## src/rtl/axis_flow_monitor_64.sv

```systemverilog
// axis_flow_monitor_64: per-flow frame/byte/error counters for a 64-bit AXI-Stream generator output.
// Latency: counters update on the tlast beat edge; the read port returns data one cycle after rd_en.
// Backpressure: none; every valid beat is accepted. Optional macro PAYLOAD_CHECK_EN compiles in the payload byte check.
//
// Ports:
//   clk, rst                  clock, synchronous active-high reset
//   axis_tdata/tkeep/tvalid/tlast  monitored stream (byte 0 = tdata[7:0] = first on the wire)
//   clr                       pulse, zeroes all counters (FSM and frame state untouched)
//   rd_en, rd_addr            counter read: flow*4 + {0 frames, 1 bytes, 2 errors, 3 zero}, 4*N_FLOWS = unmatched
//   rd_data, rd_valid         registered read result, rd_valid pulses for one cycle per read
//   busy                      a frame is in progress
module axis_flow_monitor_64 #(
  parameter int                    N_FLOWS   = 4,
  parameter logic [48*N_FLOWS-1:0] D_MACS    = {48'hABCDEF000001, 48'hABCDEF000002,
                                                48'hABCDEF000003, 48'hABCDEF000004},
  parameter logic [8*N_FLOWS-1:0]  PAYLOADS  = {8'hAA, 8'hBB, 8'hCC, 8'hDD},
  parameter int                    CNT_WIDTH = 32,
  localparam int                   AW        = $clog2(4*N_FLOWS+1)
) (
  input  logic                 clk,
  input  logic                 rst,
  input  logic [63:0]          axis_tdata,
  input  logic [7:0]           axis_tkeep,
  input  logic                 axis_tvalid,
  input  logic                 axis_tlast,
  input  logic                 clr,
  input  logic                 rd_en,
  input  logic [AW-1:0]        rd_addr,
  output logic [CNT_WIDTH-1:0] rd_data,
  output logic                 rd_valid,
  output logic                 busy
);

  localparam int FW    = (N_FLOWS > 1) ? $clog2(N_FLOWS) : 1;
  localparam int SUM_W = ((CNT_WIDTH > 16) ? CNT_WIDTH : 16) + 1;
  localparam logic [CNT_WIDTH-1:0] CMAX = '1;

  typedef enum logic [1:0] {SOF = 2'd0, HDR = 2'd1, BODY = 2'd2} state_t;

  state_t state, state_nxt;

  // Per-frame state
  logic [FW-1:0] flow_id;
  logic          matched;
  logic [15:0]   len_acc;
  logic          ferr;

  // Counters
  logic [CNT_WIDTH-1:0] cnt_frm [N_FLOWS];
  logic [CNT_WIDTH-1:0] cnt_byt [N_FLOWS];
  logic [CNT_WIDTH-1:0] cnt_err [N_FLOWS];
  logic [CNT_WIDTH-1:0] cnt_unm;

  // Beat-level combinational results
  logic [47:0]   mac_in;
  logic          sof_hit;
  logic [FW-1:0] sof_id;
  logic          cur_hit;
  logic [FW-1:0] cur_id;
  logic [3:0]    beat_cnt;
  logic [15:0]   len_now;
  logic          keep_bad;
  logic          ferr_now;
  logic          err_now;
  logic          frame_done;

  function automatic logic [3:0] popcnt8(input logic [7:0] k);
    logic [3:0] c;
    c = '0;
    for (int i = 0; i < 8; i++) c = c + {3'b000, k[i]};
    return c;
  endfunction

  function automatic logic [CNT_WIDTH-1:0] sat_inc(input logic [CNT_WIDTH-1:0] v);
    return (&v) ? v : v + CNT_WIDTH'(1);
  endfunction

  function automatic logic [CNT_WIDTH-1:0] sat_add(input logic [CNT_WIDTH-1:0] v,
                                                    input logic [15:0] a);
    logic [SUM_W-1:0] s;
    s = SUM_W'(v) + SUM_W'(a);
    return (s > SUM_W'(CMAX)) ? CMAX : s[CNT_WIDTH-1:0];
  endfunction

  // ---------------- FSM ----------------
  always_ff @(posedge clk) begin
    if (rst) state <= SOF;
    else     state <= state_nxt;
  end

  always_comb begin
    state_nxt = state;
    if (axis_tvalid) begin
      if (axis_tlast) begin
        state_nxt = SOF;
      end else begin
        case (state)
          SOF:     state_nxt = HDR;
          HDR:     state_nxt = BODY;
          default: state_nxt = BODY;
        endcase
      end
    end
  end

  always_comb begin
    busy = (state != SOF);
  end

  // ---------------- Classification ----------------
  // Destination MAC is the first six wire bytes, most significant first.
  always_comb begin
    mac_in  = {axis_tdata[7:0],   axis_tdata[15:8],  axis_tdata[23:16],
               axis_tdata[31:24], axis_tdata[39:32], axis_tdata[47:40]};
    sof_hit = 1'b0;
    sof_id  = '0;
    // Descending scan so the lowest matching index is the one left standing.
    for (int i = N_FLOWS - 1; i >= 0; i--) begin
      if (mac_in == D_MACS[48*i +: 48]) begin
        sof_hit = 1'b1;
        sof_id  = FW'(i);
      end
    end
  end

  // On the SOF beat the flow comes straight from the comparator so that
  // single-beat frames are classified too.
  assign cur_hit = (state == SOF) ? sof_hit : matched;
  assign cur_id  = (state == SOF) ? sof_id  : flow_id;

  // ---------------- Length and framing ----------------
  always_comb begin
    beat_cnt = popcnt8(axis_tkeep);
    len_now  = ((state == SOF) ? 16'd0 : len_acc) + 16'(beat_cnt);
    if (axis_tlast) begin
      // Last beat keep must be a non-empty run of ones from lane 0.
      keep_bad = (axis_tkeep == 8'h00) || ((axis_tkeep & (axis_tkeep + 8'd1)) != 8'h00);
    end else begin
      keep_bad = (axis_tkeep != 8'hFF);
    end
    ferr_now = ((state == SOF) ? 1'b0 : ferr) | keep_bad | (axis_tlast && (len_now < 16'd14));
  end

`ifdef PAYLOAD_CHECK_EN
  logic       perr;
  logic       perr_now;
  logic       pay_bad;
  logic [7:0] pay_exp;

  // Frame offset 14 onward: lanes 6..7 of the HDR beat and every lane of BODY beats.
  always_comb begin
    pay_exp = PAYLOADS[8*cur_id +: 8];
    pay_bad = 1'b0;
    for (int l = 0; l < 8; l++) begin
      if (axis_tkeep[l] && ((state == BODY) || ((state == HDR) && (l >= 6))) &&
          (axis_tdata[8*l +: 8] != pay_exp)) begin
        pay_bad = 1'b1;
      end
    end
    perr_now = ((state == SOF) ? 1'b0 : perr) | pay_bad;
  end

  always_ff @(posedge clk) begin
    if (rst) begin
      perr <= 1'b0;
    end else if (axis_tvalid) begin
      perr <= axis_tlast ? 1'b0 : perr_now;
    end
  end

  assign err_now = ferr_now | perr_now;
`else
  logic unused_tdata_hi;
  assign unused_tdata_hi = ^axis_tdata[63:48];
  assign err_now = ferr_now;
`endif

  assign frame_done = axis_tvalid && axis_tlast;

  // Frame state is independent of clr: a frame in flight keeps counting.
  always_ff @(posedge clk) begin
    if (rst) begin
      flow_id <= '0;
      matched <= 1'b0;
      len_acc <= '0;
      ferr    <= 1'b0;
    end else if (axis_tvalid) begin
      if (axis_tlast) begin
        len_acc <= '0;
        ferr    <= 1'b0;
      end else begin
        len_acc <= len_now;
        ferr    <= ferr_now;
        if (state == SOF) begin
          flow_id <= sof_id;
          matched <= sof_hit;
        end
      end
    end
  end

  // ---------------- Counters ----------------
  // clr beats a same-cycle frame update, so the completing frame is dropped.
  always_ff @(posedge clk) begin
    if (rst || clr) begin
      for (int i = 0; i < N_FLOWS; i++) begin
        cnt_frm[i] <= '0;
        cnt_byt[i] <= '0;
        cnt_err[i] <= '0;
      end
      cnt_unm <= '0;
    end else if (frame_done) begin
      if (cur_hit) begin
        for (int i = 0; i < N_FLOWS; i++) begin
          if (cur_id == FW'(i)) begin
            cnt_frm[i] <= sat_inc(cnt_frm[i]);
            cnt_byt[i] <= sat_add(cnt_byt[i], len_now);
            if (err_now) cnt_err[i] <= sat_inc(cnt_err[i]);
          end
        end
      end else begin
        cnt_unm <= sat_inc(cnt_unm);
      end
    end
  end

  // ---------------- Read port ----------------
  logic [CNT_WIDTH-1:0] rd_mux;

  always_comb begin
    rd_mux = '0;
    if (int'(rd_addr) == 4*N_FLOWS) begin
      rd_mux = cnt_unm;
    end else begin
      for (int i = 0; i < N_FLOWS; i++) begin
        if (int'(rd_addr[AW-1:2]) == i) begin
          case (rd_addr[1:0])
            2'd0:    rd_mux = cnt_frm[i];
            2'd1:    rd_mux = cnt_byt[i];
            2'd2:    rd_mux = cnt_err[i];
            default: rd_mux = '0;
          endcase
        end
      end
    end
  end

  // Registered from the current counter values, so a read coinciding with
  // an update sees the value from before it.
  always_ff @(posedge clk) begin
    if (rst) begin
      rd_data  <= '0;
      rd_valid <= 1'b0;
    end else begin
      rd_valid <= rd_en;
      if (rd_en) rd_data <= rd_mux;
    end
  end

endmodule

```

## config.mk

```make
export PLATFORM = sky130hd
export DESIGN_NAME = axis_flow_monitor_64
export DESIGN_NICKNAME = d
export VERILOG_FILES = /design/src/rtl/axis_flow_monitor_64.sv
export SDC_FILE = /design/constraint.sdc
export NUM_CORES = 1
export LEC_CHECK = 0
export CORE_ASPECT_RATIO = 0.5
export CORE_MARGIN = 2
export CORE_UTILIZATION = 40
export DETAILED_ROUTE_END_ITERATION = 12
export GPL_TIMING_DRIVEN = 0
export PLACE_DENSITY = 0.64
export SYNTH_ARGS = -nofsm -noshare
export SYNTH_HDL_FRONTEND = slang
export SYNTH_SLANG_ARGS = --single-unit
```

## constraint.sdc

```tcl
create_clock -name clk -period 21.9 [get_ports clk]
set_input_delay 4.38 -clock clk [delete_from_list [all_inputs] [get_ports clk]]
set_output_delay 4.38 -clock clk [all_outputs]
set_load 0.01 [all_outputs]
```

==> flow_summary.ini, run 1 <==
[yosys]
synth-xor-area-share_pct = 10.08
synthCells = 3231
yosys.area_share.simple_pct = 21.29
ys_ff_latch = 471
synthesis.area_mm2 = 0.03024
synth_compound_area_share_pct = 13.01
postSynthAreaPerCell_um2 = 9.359
synth_fa_ha_area_share_pct = 3.989
async_reset_ff_share_pct = 0
synth_top_family_by_area = simple AND/OR/NAND/NOR gates
syn_nets = 3405
ys_types = 76
yosysSeqAreaShare_pct = 43.89
synth-edff-count = 384
synth.area.mux_share_pct = 4.340
ys_warn_count = 0
synth_ff_type = edfxtp_1

[clocking]
cts-resized-gates = 0
cts_tree = built
clk-insertion-delay-late_ns = 0.64
cts_buffers = 50
clk_pin_slew_ns = 0.06
cts_max_level = 2
clk_path_buf_depth = 3
cts_setup_buffers = 0
hold_buffers = 0
clock_sinks = 471
cts_root_buf = clkbuf_16

[detailed_routing]
wirelength_um = 97140
routedWlPerCell_um = 21.76
drt_pass1_iterations = 7
route.detailed.drc = 0
vias = 25970
ant_nets = 0
avgViaCountPerCell = 5.819
drtIter0Drc = 3201

[setup_path]
crit_buf_inv = 4
max_stage_delay_ns = 1.10
critPathLaunchType = input port
critPathTopFamily = adder cells
critPathRequiredTime_ns = 22.25
cp_max_fo = 10
crit_type = input port to register
arrival_ns = 11.93
cp-end-kind = register
slowest_stage = nor2_1
crit_top_cell = fa_1
worstPathCellList = clkdlybuf4s50_1 -> fa_1 -> inv_1 -> fa_1 -> fa_1 -> fa_1 -> inv_1 -> fa_1 -> a21o_1 -> a21oi_2 -> nor3_1 -> xnor2_1 -> nor2_1 -> ha_1 -> nand2_1 -> o21ai_0 -> a21o_1 -> a41oi_1 -> o21bai_1 -> a21o_1 -> nand3_1 -> clkbuf_1 -> a21oi_1

[placed_design]
gp_congestion = 0.9915
dpl.hpwl_um = 73190
portBuffers = 98

[run_status]
outcome = finished, violations left
violations = max-capacitance violations

[sta]
rsz0062_at_grt = false
tightest_slew_ns = 1.474
fmax_mhz = 86.38
timing.final.crit_share_pct = 52.86
tns_ns = 0
slew_viol_final = 0
skew_ns = 0.03908
finalSetupViolCount = 0
period_minus_slack_ns = 11.58
hold_viol_final = 0
slew_headroom_pct = 1.343

[global_routing]
grt_pass1_wl_um = 145900
grt_max_degree = 33
grt_usage_pct = 24.50
grt_pass1_vias = 24130
grt_overflow = 0
grt_antenna_before_repair = 0

[cells_and_area]
fin_nets = 3574
syn_to_final_growth_pct = 14.36
diodes = 0
final_util_pct = 46.12
layout-drive-gt1-share_pct = 5.260

[die]
die_h_um = 198.4
dieArea_mm2 = 0.07795
io_pins = 117
initial_core_util_pct = 40.33
rows = 71
dieWidth_um = 392.8
core-area_mm2 = 0.07498

[power]
power_density_mw_per_mm2 = 63.81
ir_drop_mv = 0.05186
p_leak_nw = 12.12

[worst_hold_path]
hold_path.class = register to register

[flow_run]
maxCapViolCount = 1
==> power breakdown <==
group          switching, mW  total, mW  internal [mW]
Sequential            0.0471       1.06           1.01
Clock                  0.386      0.875          0.489
Combinational          0.176      0.276          0.100
Total                  0.609       2.21           1.60
==> kinds of logic after synthesis <==
group	count (synthesis)
AO/OA/AOI/OAI	619
XOR/XNOR	348
adder cells (fa/ha/maj)	91
buffers and inverters	245
flip-flops	471
multiplexers	131
AND/OR/NAND/NOR	1326
==> synth_stat cells (6+ instances only) <==
library cell,count,area (um^2)
nor2_1,411,1543
edfxtp_1,384,11530
nand2_1,261,979.7
xor2_1,200,1752
a21oi_1,199,996.0
nor3_1,173,865.8
o21ai_0,150,750.7
xnor2_1,148,1296
mux2i_1,130,1301
clkbuf_1,124,465.5
nand3_1,124,620.6
a211oi_1,100,750.7
dfxtp_1,87,1742
and3_1,83,519.3
ha_1,82,1026
nand4_1,70,437.9
inv_1,68,255.2
and4_1,38,332.8
nor2b_1,38,237.7
a222oi_1,28,280.3
buf_2,25,125.1
or3_1,23,143.9
and2_1,22,137.6
a21o_1,20,150.1
buf_1,18,67.56
nand2b_1,16,100.1
a31oi_1,14,87.58
nor4_1,14,87.58
o21a_1,13,97.59
or2_2,13,81.33
nor3b_1,11,82.58
buf_6,10,112.6
fa_1,9,180.2
o211ai_1,9,67.56
a2111oi_0,8,70.07
a311oi_1,8,70.07
o31ai_1,7,52.55
a221oi_1,6,52.55
o22ai_1,6,37.54
==> layer usage <==
layer	share of wire (%)	wire [um]	track usage [%]	up-vias
li1	-	-	-	12200
met1	46	44300	36.18	12530
met2	41	40280	35.27	1076
met3	9.1	8823	4.491	165
met4	3.8	3732	9.536	0
met5	0	0	0	-
==> sequential cells by signal (all words and copies together) (netlist names), 2 cells and up <==
name and cells:
len_acc 16, flow_id 2, cnt_frm 128, cnt_unm 32
rd_data 32, cnt_byt 128, state 2, cnt_err 128
==> worst min-delay path: stages (launching register included) <==
cell	delay [ns]
dfxtp_1	0.31
nand2_1	0.05
a21oi_1	0.05
==> cell type report <==
| type | instances | area, um^2 |
|---|---|---|
| tap | 1022 | 1279 |
| fill | 7174 | 40400 |
| inverter | 68 | 255.2 |
| clock buffer | 76 | 1483 |
| sequential | 471 | 13270 |
| buffer | 177 | 772.0 |
| multi-input combinational | 2515 | 16080 |
| timing repair buffer | 117 | 1305 |
| clock inverter | 17 | 137.6 |
==> layout by cell type (no fill, tap or decap), drive strengths merged, types with 87 or more instances in the layout <==
master	synthesis	layout
a21oi	200	200
nand2	261	261
nor2	411	411
dfxtp	87	87
a211oi	100	100
clkbuf	124	200
mux2i	130	130
xnor2	148	148
clkdlybuf4s50	0	98
nand3	124	124
nor3	175	175
edfxtp	384	384
xor2	200	200
o21ai	150	150
==> through the flow <==
stage	hold slack [ns]	power, mW	setup slack (ns)	std cells	area [um^2]
6_report	0.4602	2.207	10.32	4463	34580
3_5_place_dp	0.4515	1.342	9.742	4370	32960
5_1_grt	0.4913	2.273	10.09	4463	34580
3_3_place_gp	0.4439	1.333	7.299	4351	32500
4_1_cts	0.4617	2.207	10.40	4463	34580
2_1_floorplan	0.4313	1.220	10.86	3231	30240
==> final timing paths <==
check | startpoint | end | slack, ns | cells after the start
worst max-delay path | axis_tkeep[1] | cnt_byt[0][6] | 10.32 | 23
worst min-delay path | flow_id[1] | flow_id[1] | 0.46 | 2
worst max register to register | state[0] | cnt_byt[0][6] | 13.74 | 25
worst min register to register | flow_id[1] | flow_id[1] | 0.46 | 2
Note: power is estimated with default switching activity, not from simulation.
==> run 2: changes to the inputs <==
Clock period 21.9 ns to 11.05 ns, I/O delays scaled along.
==> results of run 2 <==
Same layout as run 1 (identical final DEF). Status: finished, violations left: max-capacitance violations.
Among the figures that moved: setup slack after placement 9.742 ns -> 1.062 ns; setup slack after layout 10.32 ns -> 1.643 ns; register-to-register setup slack 13.74 ns -> 2.89 ns; total power 2.207 mW -> 4.373 mW; worst IR drop on VDD 0.05186 mV -> 0.1028 mV
